**src/rtl/adc_pkg.sv**
```systemverilog
// Shared definitions for the ADC request arbiter: data width, FSM state
// encoding, the error code returned on a watchdog timeout, and
// width helpers used for parameter-derived counters.
package adc_pkg;

  localparam int ADC_DATA_W = 12;

  localparam logic [2:0] ST_IDLE_ENC  = 3'd0;
  localparam logic [2:0] ST_START_ENC = 3'd1;
  localparam logic [2:0] ST_WAIT_ENC  = 3'd2;
  localparam logic [2:0] ST_RESP_ENC  = 3'd3;
  localparam logic [2:0] ST_QUIET_ENC = 3'd4;

  typedef enum logic [2:0] {
    ST_IDLE  = ST_IDLE_ENC,
    ST_START = ST_START_ENC,
    ST_WAIT  = ST_WAIT_ENC,
    ST_RESP  = ST_RESP_ENC,
    ST_QUIET = ST_QUIET_ENC
  } arb_state_t;

  localparam logic [ADC_DATA_W-1:0] ADC_ERR_CODE = 12'hFFF;

  // Index width for n items, never narrower than one bit.
  function automatic int id_width(input int n);
    return (n > 1) ? $clog2(n) : 1;
  endfunction

  // Watchdog counter width, kept within 8..16 bits.
  function automatic int wd_width(input int limit);
    int w;
    w = $clog2(limit + 1);
    if (w < 8) begin
      w = 8;
    end else if (w > 16) begin
      w = 16;
    end else begin
      w = w;
    end
    return w;
  endfunction

endpackage

```
**src/rtl/adc_req_arbiter_if.sv**
```systemverilog
// Bundle of requester-side and SPI-master-side signals of the arbiter.
// slave  : the arbiter's view.
// master : the view of the surrounding logic (requesters + SPI master).
interface adc_req_arbiter_if #(
  parameter int NUM_REQ = 4
);
  import adc_pkg::*;

  localparam int IDW = id_width(NUM_REQ);

  logic [NUM_REQ-1:0]    req;
  logic [NUM_REQ-1:0]    rsp_valid;
  logic [ADC_DATA_W-1:0] rsp_data;
  logic                  rsp_err;
  logic [IDW-1:0]        grant_id;
  logic                  busy;
  logic                  adc_start;
  logic [ADC_DATA_W-1:0] adc_data;
  logic                  adc_done;

  modport slave (
    input  req, adc_data, adc_done,
    output rsp_valid, rsp_data, rsp_err, grant_id, busy, adc_start
  );

  modport master (
    output req, adc_data, adc_done,
    input  rsp_valid, rsp_data, rsp_err, grant_id, busy, adc_start
  );

endinterface

```
**src/rtl/adc_req_arbiter_rr_pick.sv**
```systemverilog
// Combinational round-robin selector: returns the first set request bit
// found searching upward from last_grant+1, wrapping around.
module rr_pick #(
  parameter int NUM_REQ = 4,
  parameter int IDW     = 2
) (
  input  logic [NUM_REQ-1:0] req,
  input  logic [IDW-1:0]     last_grant,
  output logic               any,
  output logic [IDW-1:0]     idx
);

  logic [IDW-1:0] cand_s;

  assign any = |req;

  // Walk candidates from the farthest to the nearest so that the nearest
  // requester after last_grant is the final (winning) assignment.
  always_comb begin
    idx    = '0;
    cand_s = '0;
    for (int k = NUM_REQ; k >= 1; k--) begin
      cand_s = IDW'((int'(last_grant) + k) % NUM_REQ);
      if (req[cand_s]) begin
        idx = cand_s;
      end else begin
        idx = idx;
      end
    end
  end

endmodule

```
**src/rtl/adc_req_arbiter.sv**
```systemverilog
// Round-robin arbiter sharing one AD7476A SPI master between NUM_REQ
// requesters. One conversion per grant, sample routed back to the winner,
// and a quiet gap of QUIET_CYCLES clocks after each response.
// Optional build macro ADC_ARB_TIMEOUT_EN adds a WAIT-state watchdog of
// TIMEOUT_CYCLES clocks that answers with rsp_err=1 and ADC_ERR_CODE.
module adc_req_arbiter
  import adc_pkg::*;
#(
  parameter int NUM_REQ        = 4,
  parameter int QUIET_CYCLES   = 2,
  parameter int TIMEOUT_CYCLES = 255
) (
  input  logic              clk,
  input  logic              rst_n,
  adc_req_arbiter_if.slave  bus
);

  localparam int IDW = id_width(NUM_REQ);
  localparam int QW  = id_width(QUIET_CYCLES + 1);

  localparam logic [QW-1:0]      QUIET_LAST     = (QUIET_CYCLES > 0) ? QW'(QUIET_CYCLES - 1) : '0;
  localparam logic [NUM_REQ-1:0] ONE_HOT_BASE   = NUM_REQ'(1);
  localparam logic [IDW-1:0]     LAST_GRANT_RST = IDW'(NUM_REQ - 1);

  // Reject parameter sets outside the supported range at elaboration.
  if ((NUM_REQ < 2) || (NUM_REQ > 8) || (QUIET_CYCLES < 0) ||
      (TIMEOUT_CYCLES < 1) || (TIMEOUT_CYCLES > 65535)) begin : g_bad_params
    $error("adc_req_arbiter: unsupported parameter values");
  end

  arb_state_t            state_r;
  logic [IDW-1:0]        last_grant_r;
  logic [IDW-1:0]        grant_id_r;
  logic                  busy_r;
  logic                  adc_start_r;
  logic [NUM_REQ-1:0]    rsp_valid_r;
  logic [ADC_DATA_W-1:0] rsp_data_r;
  logic [QW-1:0]         quiet_cnt_r;
  logic                  pick_any_s;
  logic [IDW-1:0]        pick_idx_s;

`ifdef ADC_ARB_TIMEOUT_EN
  localparam int TW = wd_width(TIMEOUT_CYCLES);
  localparam logic [TW-1:0] WD_LAST = TW'(TIMEOUT_CYCLES - 1);

  logic [TW-1:0] wd_cnt_r;
  logic          rsp_err_r;

  assign bus.rsp_err = rsp_err_r;
`else
  assign bus.rsp_err = 1'b0;
`endif

  rr_pick #(
    .NUM_REQ    (NUM_REQ),
    .IDW        (IDW)
  ) u_rr_pick (
    .req        (bus.req),
    .last_grant (last_grant_r),
    .any        (pick_any_s),
    .idx        (pick_idx_s)
  );

  assign bus.rsp_valid = rsp_valid_r;
  assign bus.rsp_data  = rsp_data_r;
  assign bus.grant_id  = grant_id_r;
  assign bus.busy      = busy_r;
  assign bus.adc_start = adc_start_r;

  // Arbitration FSM: grant, start, wait for the sample, respond, quiet gap.
  always_ff @(posedge clk or negedge rst_n) begin
    if (!rst_n) begin
      state_r      <= ST_IDLE;
      last_grant_r <= LAST_GRANT_RST;
      grant_id_r   <= '0;
      busy_r       <= 1'b0;
      adc_start_r  <= 1'b0;
      rsp_valid_r  <= '0;
      rsp_data_r   <= '0;
      quiet_cnt_r  <= '0;
`ifdef ADC_ARB_TIMEOUT_EN
      wd_cnt_r     <= '0;
      rsp_err_r    <= 1'b0;
`endif
    end else begin
      case (state_r)
        ST_IDLE: begin
          if (pick_any_s) begin
            grant_id_r   <= pick_idx_s;
            last_grant_r <= pick_idx_s;
            busy_r       <= 1'b1;
            adc_start_r  <= 1'b1;
            state_r      <= ST_START;
          end else begin
            busy_r       <= 1'b0;
          end
        end
        ST_START: begin
          adc_start_r <= 1'b0;
          state_r     <= ST_WAIT;
`ifdef ADC_ARB_TIMEOUT_EN
          wd_cnt_r    <= '0;
`endif
        end
        ST_WAIT: begin
          if (bus.adc_done) begin
            rsp_data_r  <= bus.adc_data;
            rsp_valid_r <= ONE_HOT_BASE << grant_id_r;
            state_r     <= ST_RESP;
          end
`ifdef ADC_ARB_TIMEOUT_EN
          else if (wd_cnt_r == WD_LAST) begin
            rsp_data_r  <= ADC_ERR_CODE;
            rsp_err_r   <= 1'b1;
            rsp_valid_r <= ONE_HOT_BASE << grant_id_r;
            state_r     <= ST_RESP;
          end else begin
            wd_cnt_r    <= wd_cnt_r + TW'(1);
          end
`else
          else begin
            state_r     <= ST_WAIT;
          end
`endif
        end
        ST_RESP: begin
          rsp_valid_r <= '0;
          quiet_cnt_r <= '0;
`ifdef ADC_ARB_TIMEOUT_EN
          rsp_err_r   <= 1'b0;
`endif
          if (QUIET_CYCLES > 0) begin
            state_r <= ST_QUIET;
          end else begin
            state_r <= ST_IDLE;
            busy_r  <= 1'b0;
          end
        end
        ST_QUIET: begin
          if (quiet_cnt_r == QUIET_LAST) begin
            state_r <= ST_IDLE;
            busy_r  <= 1'b0;
          end else begin
            quiet_cnt_r <= quiet_cnt_r + QW'(1);
          end
        end
        default: begin
          state_r     <= ST_IDLE;
          busy_r      <= 1'b0;
          adc_start_r <= 1'b0;
          rsp_valid_r <= '0;
        end
      endcase
    end
  end

endmodule
```
**src/flat_wrapper.sv**
```systemverilog
// flat-port wrapper written by rule: the top's interface ports become plain ports
module adc_req_arbiter_flat import adc_pkg::*;
#(
  parameter int NUM_REQ        = 4,
  parameter int QUIET_CYCLES   = 2,
  parameter int TIMEOUT_CYCLES = 255
)
  (clk, rst_n, bus_req, bus_adc_data, bus_adc_done, bus_rsp_valid, bus_rsp_data, bus_rsp_err, bus_grant_id, bus_busy, bus_adc_start);
  adc_req_arbiter_if #(.NUM_REQ(NUM_REQ)) bus_i ();
  input  logic clk;
  input  logic rst_n;
  input wire logic [$bits(bus_i.req)-1:0] bus_req;
  input wire logic [$bits(bus_i.adc_data)-1:0] bus_adc_data;
  input wire logic [$bits(bus_i.adc_done)-1:0] bus_adc_done;
  output wire logic [$bits(bus_i.rsp_valid)-1:0] bus_rsp_valid;
  output wire logic [$bits(bus_i.rsp_data)-1:0] bus_rsp_data;
  output wire logic [$bits(bus_i.rsp_err)-1:0] bus_rsp_err;
  output wire logic [$bits(bus_i.grant_id)-1:0] bus_grant_id;
  output wire logic [$bits(bus_i.busy)-1:0] bus_busy;
  output wire logic [$bits(bus_i.adc_start)-1:0] bus_adc_start;
  assign bus_i.req = bus_req;
  assign bus_i.adc_data = bus_adc_data;
  assign bus_i.adc_done = bus_adc_done;
  assign bus_rsp_valid = bus_i.rsp_valid;
  assign bus_rsp_data = bus_i.rsp_data;
  assign bus_rsp_err = bus_i.rsp_err;
  assign bus_grant_id = bus_i.grant_id;
  assign bus_busy = bus_i.busy;
  assign bus_adc_start = bus_i.adc_start;
  adc_req_arbiter #(.NUM_REQ(NUM_REQ), .QUIET_CYCLES(QUIET_CYCLES), .TIMEOUT_CYCLES(TIMEOUT_CYCLES)) u_core (.clk(clk), .rst_n(rst_n), .bus(bus_i));
endmodule
```
**config.mk**
```make
export PLATFORM = sky130hd
export DESIGN_NAME = adc_req_arbiter_flat
export DESIGN_NICKNAME = d
export VERILOG_FILES = /design/src/rtl/adc_pkg.sv /design/src/rtl/adc_req_arbiter_if.sv /design/src/rtl/adc_req_arbiter_rr_pick.sv /design/src/rtl/adc_req_arbiter.sv /design/src/flat_wrapper.sv
export SDC_FILE = /design/constraint.sdc
export NUM_CORES = 1
export LEC_CHECK = 0
export BUFFER_PORTS_ARGS = -buffer_cell sky130_fd_sc_hd__clkbuf_2
export CAP_MARGIN = 20
export CORE_MARGIN = 10
export CORE_UTILIZATION = 49
export CTS_BUF_LIST = sky130_fd_sc_hd__clkbuf_4 sky130_fd_sc_hd__clkbuf_8 sky130_fd_sc_hd__clkbuf_16
export DETAILED_ROUTE_END_ITERATION = 10
export PLACE_DENSITY = 0.87
export SLEW_MARGIN = 20
export SYNTH_ARGS = -nofsm -noshare
export SYNTH_HDL_FRONTEND = slang
export SYNTH_SLANG_ARGS = --single-unit
```
**constraint.sdc**
```tcl
create_clock -name clk -period 2.1 [get_ports clk]
set_input_delay 0.21 -clock clk [delete_from_list [all_inputs] [get_ports clk]]
set_output_delay 0.21 -clock clk [all_outputs]
set_load 0.05 [all_outputs]
```
## After elaboration in Yosys (flattened, before gate mapping)

Cells that the tools add are included.

- Add/subtract/negate cells: 5
- Order comparisons: 4
- Equality and inequality tests: 9
- Shifts and indexed selects: 1
- Multiplexer cells: 25
- Bitwise operators: 3
- Reductions and logical operators: 13

Operators by type and width:

| cell | count |
|---|---|
| one-hot mux 3 bit (5 select lines) | 1 |
| AND reduction 2 bit | 7 |
| less-than comparator 2 x 3 -> 1 bit, second input constant | 4 |
| two-way mux 2 bit | 5 |
| OR reduction 3 bit | 3 |
| binary-select mux 1 bit (select 2 bit) | 4 |
| two-way mux 1 bit | 8 |
| one-hot mux 4 bit (2 select lines) | 1 |
| adder 2 x 1 -> 2 bit, second input constant | 3 |
| == test 3 x 2 -> 1 bit, second input constant | 2 |
| two-way mux 3 bit | 2 |
| adder 2 bit, second input constant | 2 |
| two-way mux 4 bit | 1 |
| != test 2 x 1 -> 1 bit, second input constant | 2 |
| != test 2 bit, second input constant | 2 |
| one-hot mux 2 bit (2 select lines) | 1 |
| OR reduction 4 bit | 1 |
| << shifter 1 x 2 -> 4 bit, first input constant | 1 |
| == test 3 x 1 -> 1 bit, second input constant | 1 |
| == test 3 bit, second input constant | 1 |
| zero test 3 bit | 1 |
| inverter 1 bit | 3 |
| one-hot mux 1 bit (3 select lines) | 1 |
| == test 2 x 1 -> 1 bit, second input constant | 1 |
| other kinds (2) | 2 |

- Bits in registers: 27
- Input bits: 19
- Output and inout port bits: 21
- Logic and storage cells: 68

## Logic depth before layout (Yosys ltp)

Gate-level depths: netlist of run 1.

- Depth after elaboration: 7
- Mapped depth: 6
- Gate-level depth less buffers: 6

## Cells and area by module

From an unflattened synthesis of run 1, not the netlist that was laid out.

- Cell total of the unflattened synthesis: 102
- Area, all modules: 1287.5 µm²

Modules (own cells, without submodules):

| module | instances | cells each | area an instance (µm²) | sequential area each (µm²) |
|---|---|---|---|---|
| adc_req_arbiter | 1 | 88 | 1196.1 | 678.2 |
| rr_pick | 1 | 14 | 91.3 | 0.0 |

## Worst setup path after synthesis of run 1

Ideal clock, no wire load.

- Path kind: flip-flop to flip-flop
- Start point: reg u_core.state_r[2]
- End point: reg u_core.rsp_data_r[0] (netlist: u_core.bus.rsp_data[0])
- Setup time: 0.125 ns
- Arrival: 1.377 ns
- Required time: 1.975 ns
- Slack: 0.598 ns
- Cell stages (with the launch flop): 6
- Path buffers: 1
- Clock period less this slack: 1.502 ns
- Cell sequence: dfrtp_1 -> nand2b_1 -> nor2_1 -> and2_2 -> buf_4 -> mux2_2

- Word-level cells in the longest chain between the ends: 2

Ends and longest elaborated chain:

| item | line | RTL |
|---|---|---|
| from (decl) | adc_req_arbiter.sv:31 | `arb_state_t state_r;` |
| from (signal assigned) | adc_req_arbiter.sv:73 | `state_r <= ST_IDLE;` |
| from (signal assigned) | adc_req_arbiter.sv:93 | `state_r <= ST_START;` |
| from (signal assigned) | adc_req_arbiter.sv:100 | `state_r <= ST_WAIT;` |
| == test 3 x 2 -> 1 bit | adc_req_arbiter.sv:86 | `case (state_r)` |
| AND reduction 2 bit (no line) | - |  |
| to (signal assigned) | adc_req_arbiter.sv:107 | `rsp_data_r <= bus.adc_data;` |
| to (decl) | adc_req_arbiter.sv:37 | `logic [ADC_DATA_W-1:0] rsp_data_r;` |

No other way between the ends.
A chain may end at the register's enable or synchronous reset.

## Worst setup path in the final report of run 1

- Start point: reg u_core.state_r[1]
- End point: reg u_core.rsp_data_r[11] (netlist: u_core.bus.rsp_data[11])

Same word-level chain as after synthesis.

==> results of run 1 <==
-- metrics by stage --
| stage | instances | cell area, µm² | hold slack, ps | util, % |
|---|---|---|---|---|
| after floorplan | 113 | 1230 | -85.6 | - |
| after global placement | 177 | 1440 | 251 | 59.0 |
| after detailed placement | 177 | 1440 | 270 | 59.0 |
| after CTS | 182 | 1470 | 99.4 | 60.5 |
| after global routing | 182 | 1470 | 90.8 | 60.5 |
| final | 182 | 1470 | 110 | 60.5 |
-- state kept, by name, summed over array words and instances (netlist names) --
name / cells
u_core.state_r: 3
u_core.bus.grant_id: 2
u_core.bus.adc_start: 1
u_core.bus.rsp_valid: 4
u_core.bus.busy: 1
u_core.quiet_cnt_r: 2
u_core.bus.rsp_data: 12
u_core.last_grant_r: 2
-- worst register-to-register path, stage by stage (launching register included) --
cell	delay (ps)
dfrtp_1	490
nand2b_1	140
nor2_1	230
and2_2	370
mux2_2	380
-- cells in the final DEF (no fill, tap or decap), types with 2 or more instances in the layout --
cell and n:
a31oi_1 3, dfstp_2 2, clkbuf_4 3, a221oi_1 2
a21oi_1 4, inv_1 4, nand2b_1 4, a211o_1 2
clkbuf_2 38, dfrtp_1 25, o21ai_0 5, o22ai_1 2
o31ai_1 2, nor2_1 10, nor2b_1 2, mux2_2 12
nor3_1 2, nand2_1 14
-- timing repair --
action,4_1_cts,5_1_grt
endpoints found under the hold margin,25,0
setup endpoints to repair,0,0
hold buffers,1,0
gates resized for setup,0,0
-- Yosys cell counts (all sizes together), types with 2 or more instances --
| cell | number |
|---|---|
| a211o | 3 |
| a21oi | 4 |
| a221oi | 2 |
| a31oi | 3 |
| buf | 4 |
| dfrtp | 25 |
| dfstp | 2 |
| inv | 4 |
| mux2 | 12 |
| nand2 | 14 |
| nand2b | 4 |
| nor2 | 10 |
| nor2b | 2 |
| nor3 | 2 |
| o21ai | 5 |
| o22ai | 2 |
| o31ai | 2 |
-- final timing paths --
kind                                           end  slack, ps  cells past startpoint
max                        u_core.bus.rsp_data[11]        390                      4
min                         u_core.bus.rsp_data[4]        110                      2
max reg2reg                u_core.bus.rsp_data[11]        390                      4
min reg2reg                u_core.bus.rsp_valid[0]        510                      2
max in group asynchronous   u_core.bus.rsp_data[8]       1250                      2
min in group asynchronous  u_core.bus.rsp_valid[2]        420                      2
-- cell families (layout without fill, tap and decap cells) --
logic type	after synthesis	count (layout)
DFF	27	27
muxes	12	12
adders and majority gates	1	1
xor gates and xnor gates	1	1
other	1	1
AOI/OAI and AO/OA	24	24
and+or+nand+nor	38	38
buffers and inverters	9	48
-- metal layers --
metal,up-vias,routed length [µm],GRT usage [%]
met4,0,52,5.92
met3,4,159,3.39
li1,471,-,-
met1,466,1130,11.8
met2,27,1430,20.2
met5,-,0,0
-- final cells by class --
| type | instances | share of cell area [%] |
|---|---|---|
| Clock inverter | 1 | 0.340 |
| Clock buffer | 3 | 1.53 |
| Sequential cell | 27 | 46.0 |
| Inverter | 4 | 1.02 |
| Timing Repair Buffer | 40 | 14.1 |
| Tap cell | 30 | 2.55 |
| Multi-Input combinational cell | 77 | 34.4 |
==> impl_results.md, run 1 <==
* Register Area at 678 µm²
* Site Rows at 18
* Initial antenna violation count at 0
* HP Start: bus_adc_data[4]
* Async set or reset register ratio after synthesis at 100%
* Largest area contributor in the netlist: dfrtp_1
* Synthesized flop and latch total at 27
* Simple-gate area share of the yosys netlist at 14.5%
* Routed wire per std cell at 15.3 µm
* Syn_nets at 133
* DP HPWL at 2230 µm
* Diodes inserted at 0
* CP bufs+invs at 0
* Clk_lat worst skew at 320 ps
* Hold Violations, Final at 0
* Via count at 968
* Synth Area in Compound Gates at 13.6%
* Drt pass-1 iters at 4
* Nets@finish at 173
* CP Capture Type: flip-flop
* Yosys warnings at 0
* Critical-path top delay cell: dfrtp_1
* Largest net degree at the start of global routing at 28
* Period utilization at 81.4%
* CP Launch Point: u_core.state_r[1]
* Adder-Cell Fraction of Synth Area at 1.01%
* GRT overflow at 0
* Share of cells above drive strength 1 at 39.5%
* First-pass GRT wire length at 4660 µm
* H-Tree Level Count at 1
* Post-DR vias/cell at 5.32
* Post-Synth XOR/XNOR Area at 0.709%
* Min Tclk post-route at 1710 ps
* Cell Chain, Critical Path: nand2b_1 > nor2_1 > and2_2 > mux2_2
* Initial Utilization at 50.8%
* Core area at 0.00243 mm²
* Total die area at 0.00493 mm²
* Main combinational cell family by area after synthesis: simple AND/OR/NAND/NOR gates
* Syn Area/Cell at 10.9 µm²
* Total wire length at 2780 µm
* Total of max-cap violations at 0
* Sink Count at 27
* Slew HR at 55.3%
* GRT Total Usage at 11.4%
* Required @ worst endpoint at 2330 ps
* RSZ-0062 raised after global routing: false
* PnR worst setup slack at 391 ps
* Worst slew pin tran at 671 ps
* Critical Path Start Type: flip-flop
* Distinct cells, synth at 33
* Origin of the critical flop-to-flop path: u_core.state_r[1]
* F_max at 0.585 GHz
* Status: finished clean
* Port Buffers at 38
* Gpl congestion at 0.869
* Sequential fraction of the synthesis area at 54.9%
* Vias in the first global route at 1,036
* EDFF count, synth at 0
* Setup TNS Final at 0 ps
* Multi-input logic area at 507 µm²
* Worst Path Arrival at 1940 ps
* DRC viols at 0
* Post-synth top area share at 50.7%
* Slew Limit Fails at 0
* Critical path fanouts, max at 13
* Endpoints failing setup at 0
* Detail Route Antenna Nets at 0
* Initial DRC Count at 64
* Boundary Pins at 40
* Top delay family on crit path: simple AND/OR/NAND/NOR gates
* Primary FF master, synth: dfrtp_1
* Cells after synthesis at 113
* Fill cells at 214
* Slowest stage delay, CP at 490 ps
* Clock buffer count from CTS at 3
* Ranking of synthesized cells by area: dfrtp_1 (51%), mux2_2 (11%), dfstp_2 (4.3%)
* Maximum clock insertion buffer count at 2
* Die W at 70.2 µm
* Multiplexer area fraction after synthesis at 10.9%
* DIE HEIGHT at 70.2 µm
* Clock-pin slew on the worst setup and hold paths at 150 ps
* Layout area overhead at 19.3%
* Critical path class: flip-flop to flip-flop
* DP Worst Slack at 420 ps
* Root Driver: clkbuf_4
* CTS tree: built
* Synth Cell Area at 0.00123 mm²
* Worst Hold Class: input pin to flip-flop
* Final setup skew at 5.97 ps
* # Post-CTS Setup Buffers at 0
Power of run 1 is left out: the tool's default activity adds up to more than one toggle a clock period on the data nets, which glitch-free logic cannot reach.
==> run 2: changes to the inputs <==
Settings changed: CORE_ASPECT_RATIO set to 0.5, CORE_UTILIZATION 49 to 44, PLACE_DENSITY 0.87 to 0.83.
Clock period 2.1 ns to 1.48 ns, I/O delays scaled along.
==> run 2 against run 1 <==
Effect of this change:
- clock skew shrank 1.4 ps
- final cell count up 8.2%
- clock-buffer cell count is the same
- die area grew 11%
- global-route usage decreased by 1.0 points
- maximum frequency up 20%
- sequential share of layout area down 3.1 points
- largest cell class unchanged
==> impl_results.md, run 2 (synthesis results as in run 1) <==
* Non-Filler Instances at 197 (+8.2%)
* Vias in the first global route at 941 (-9.2%)
* Final setup skew at 4.59 ps (-1.39 ps)
* Root Driver: clkbuf_8
* Layout area overhead at 28.2%
* Port Buffers at 38 (unchanged)
* DP HPWL at 2160 µm (-2.8%)
* PnR worst setup slack at 55.8 ps (-335 ps)
* Critical Path Start Type: flip-flop
* First-pass GRT wire length at 4600 µm (-1.3%)
* Total of max-cap violations at 0 (unchanged)
* Placed Cells at 189 (+6.8%)
* Critical path class: flip-flop to flip-flop
* Total wire length at 2960 µm (+6.5%)
* Worst slew pin tran at 655 ps (-16.0 ps)
* Most common cell after layout, fill and taps aside: clkbuf_2
* Commonest cells after routing, fill and taps aside: clkbuf_2 (38), dfrtp_1 (24), nand2_1 (14), mux2_2 (12), nor2_1 (9)
* H-Tree Level Count at 1 (unchanged)
* Initial antenna violation count at 0 (unchanged)
* Clk_lat worst skew at 280 ps (-40 ps)
* Initial Utilization at 46.9% (-3.9 points)
* Core area at 0.00264 mm² (+8.3%)
* Via count at 995 (+2.8%)
* Maximum clock insertion buffer count at 2 (unchanged)
* Nets@finish at 181 (+4.6%)
* Cell Chain, Critical Path: or2_4 > a211o_4 > a211o_1 > nand2_1
* Min Hold Slack at 90.7 ps (-19.4 ps)
* Diodes inserted at 0 (unchanged)
* F_max at 0.702 GHz (+20%)
* Post-DR vias/cell at 5.05 (-5.0%)
* Required @ worst endpoint at 1710 ps (-620 ps)
* CTS tree: built
* Clock buffer count from CTS at 3 (unchanged)
* Sink Count at 27 (unchanged)
* Share of cells above drive strength 1 at 45.0% (+5.5 points)
* Hold Violations, Final at 0 (unchanged)
* Drt pass-1 iters at 4 (unchanged)
* Site Rows at 13 (-5)
* Worst Hold Class: input pin to flip-flop
* Critical path fanouts, max at 6 (-7)
* Initial DRC Count at 38 (-41%)
* Critical-path top delay cell: dfrtp_2
* Largest register FFs at 12 (unchanged)
* Slew HR at 56.4% (+1.1 points)
* CP Capture Type: flip-flop
* GRT overflow at 0 (unchanged)
* DRC viols at 0 (unchanged)
* Boundary Pins at 40 (unchanged)
* Slowest stage delay, CP at 460 ps (-30 ps)
* Largest net degree at the start of global routing at 28 (unchanged)
* Slew Limit Fails at 0 (unchanged)
* DP Worst Slack at -61.3 ps (-481 ps)
* Routed wire per std cell at 15.0 µm (-1.6%)
* Total die area at 0.00545 mm² (+11%)
* Endpoints failing setup at 0 (unchanged)
* Status: finished clean
* Worst Path Arrival at 1650 ps (-290 ps)
* Gpl congestion at 0.755 (-13%)
* DIE HEIGHT at 57.5 µm (-18%)
* Detail Route Antenna Nets at 0 (unchanged)
* Die W at 94.9 µm (+35%)
* GRT Total Usage at 10.4% (-1.0 points)
* Period utilization at 96.2% (+15 points)
* Clock-pin slew on the worst setup and hold paths at 100 ps (-50 ps)
* Min Tclk post-route at 1420 ps (-285 ps)
## run 2: final cells by class
type	instances	area, µm²
inverter	4	15.0
clock buffer	3	41.3
multi-input combinational	78	532
sequential	27	679
timing repair buffer	47	260
tap	37	46.3
clock inverter	1	8.76
fill	225	1050
## run 2: repair_timing
action | CTS | global route
hold buffers | 1 | 0
hold endpoints to repair | 25 | 0
pin swaps | 0 | 3
cloned | 0 | 1
setup endpoints to repair | 12 | 16
resized for setup | 1 | 6
setup buffers | 0 | 2
## run 2: worst max-delay path, delay by kind of cell (launching register included)
family | cells | cell delay (ps)
AND/OR/NAND/NOR | 2 | 360
AO/OA/AOI/OAI | 2 | 550
flip-flops | 1 | 460
## run 2: through the flow
| stage | instance area, µm² | utilization [%] | TNS (ps) |
|---|---|---|---|
| after floorplan | 1240 | - | -0.960 |
| after CTS | 1550 | 58.6 | 0 |
| after global placement | 1480 | 56.3 | -231 |
| after global routing | 1580 | 60.1 | -1.79 |
| after detailed placement | 1480 | 56.3 | -610 |
| final | 1580 | 60.1 | 0 |
## run 2: worst paths after layout
kind	from	endpoint	slack [ps]	cells past startpoint
worst min-delay path	bus_adc_data[8]	u_core.bus.rsp_data[8]	90	2
max in group asynchronous	rst_n	u_core.state_r[1]	600	2
worst max-delay path	u_core.state_r[1]	u_core.last_grant_r[1]	60	4
min in group asynchronous	rst_n	u_core.bus.rsp_data[10]	420	2
worst max register to register	u_core.state_r[1]	u_core.last_grant_r[1]	60	4
worst min register to register	u_core.bus.rsp_valid[1]	u_core.bus.rsp_valid[1]	490	2
## run 2: routing by layer
layer	wire, µm	vias to the layer above	global-route usage (%)	share of wire (%)
met2	1600	15	18.4	54
met4	19	0	2.54	0.64
met1	1230	489	12.1	42
met3	104	2	3.00	3.5
met5	0	-	0	0
li1	-	489	-	-
Power of run 2 is left out for the same reason.
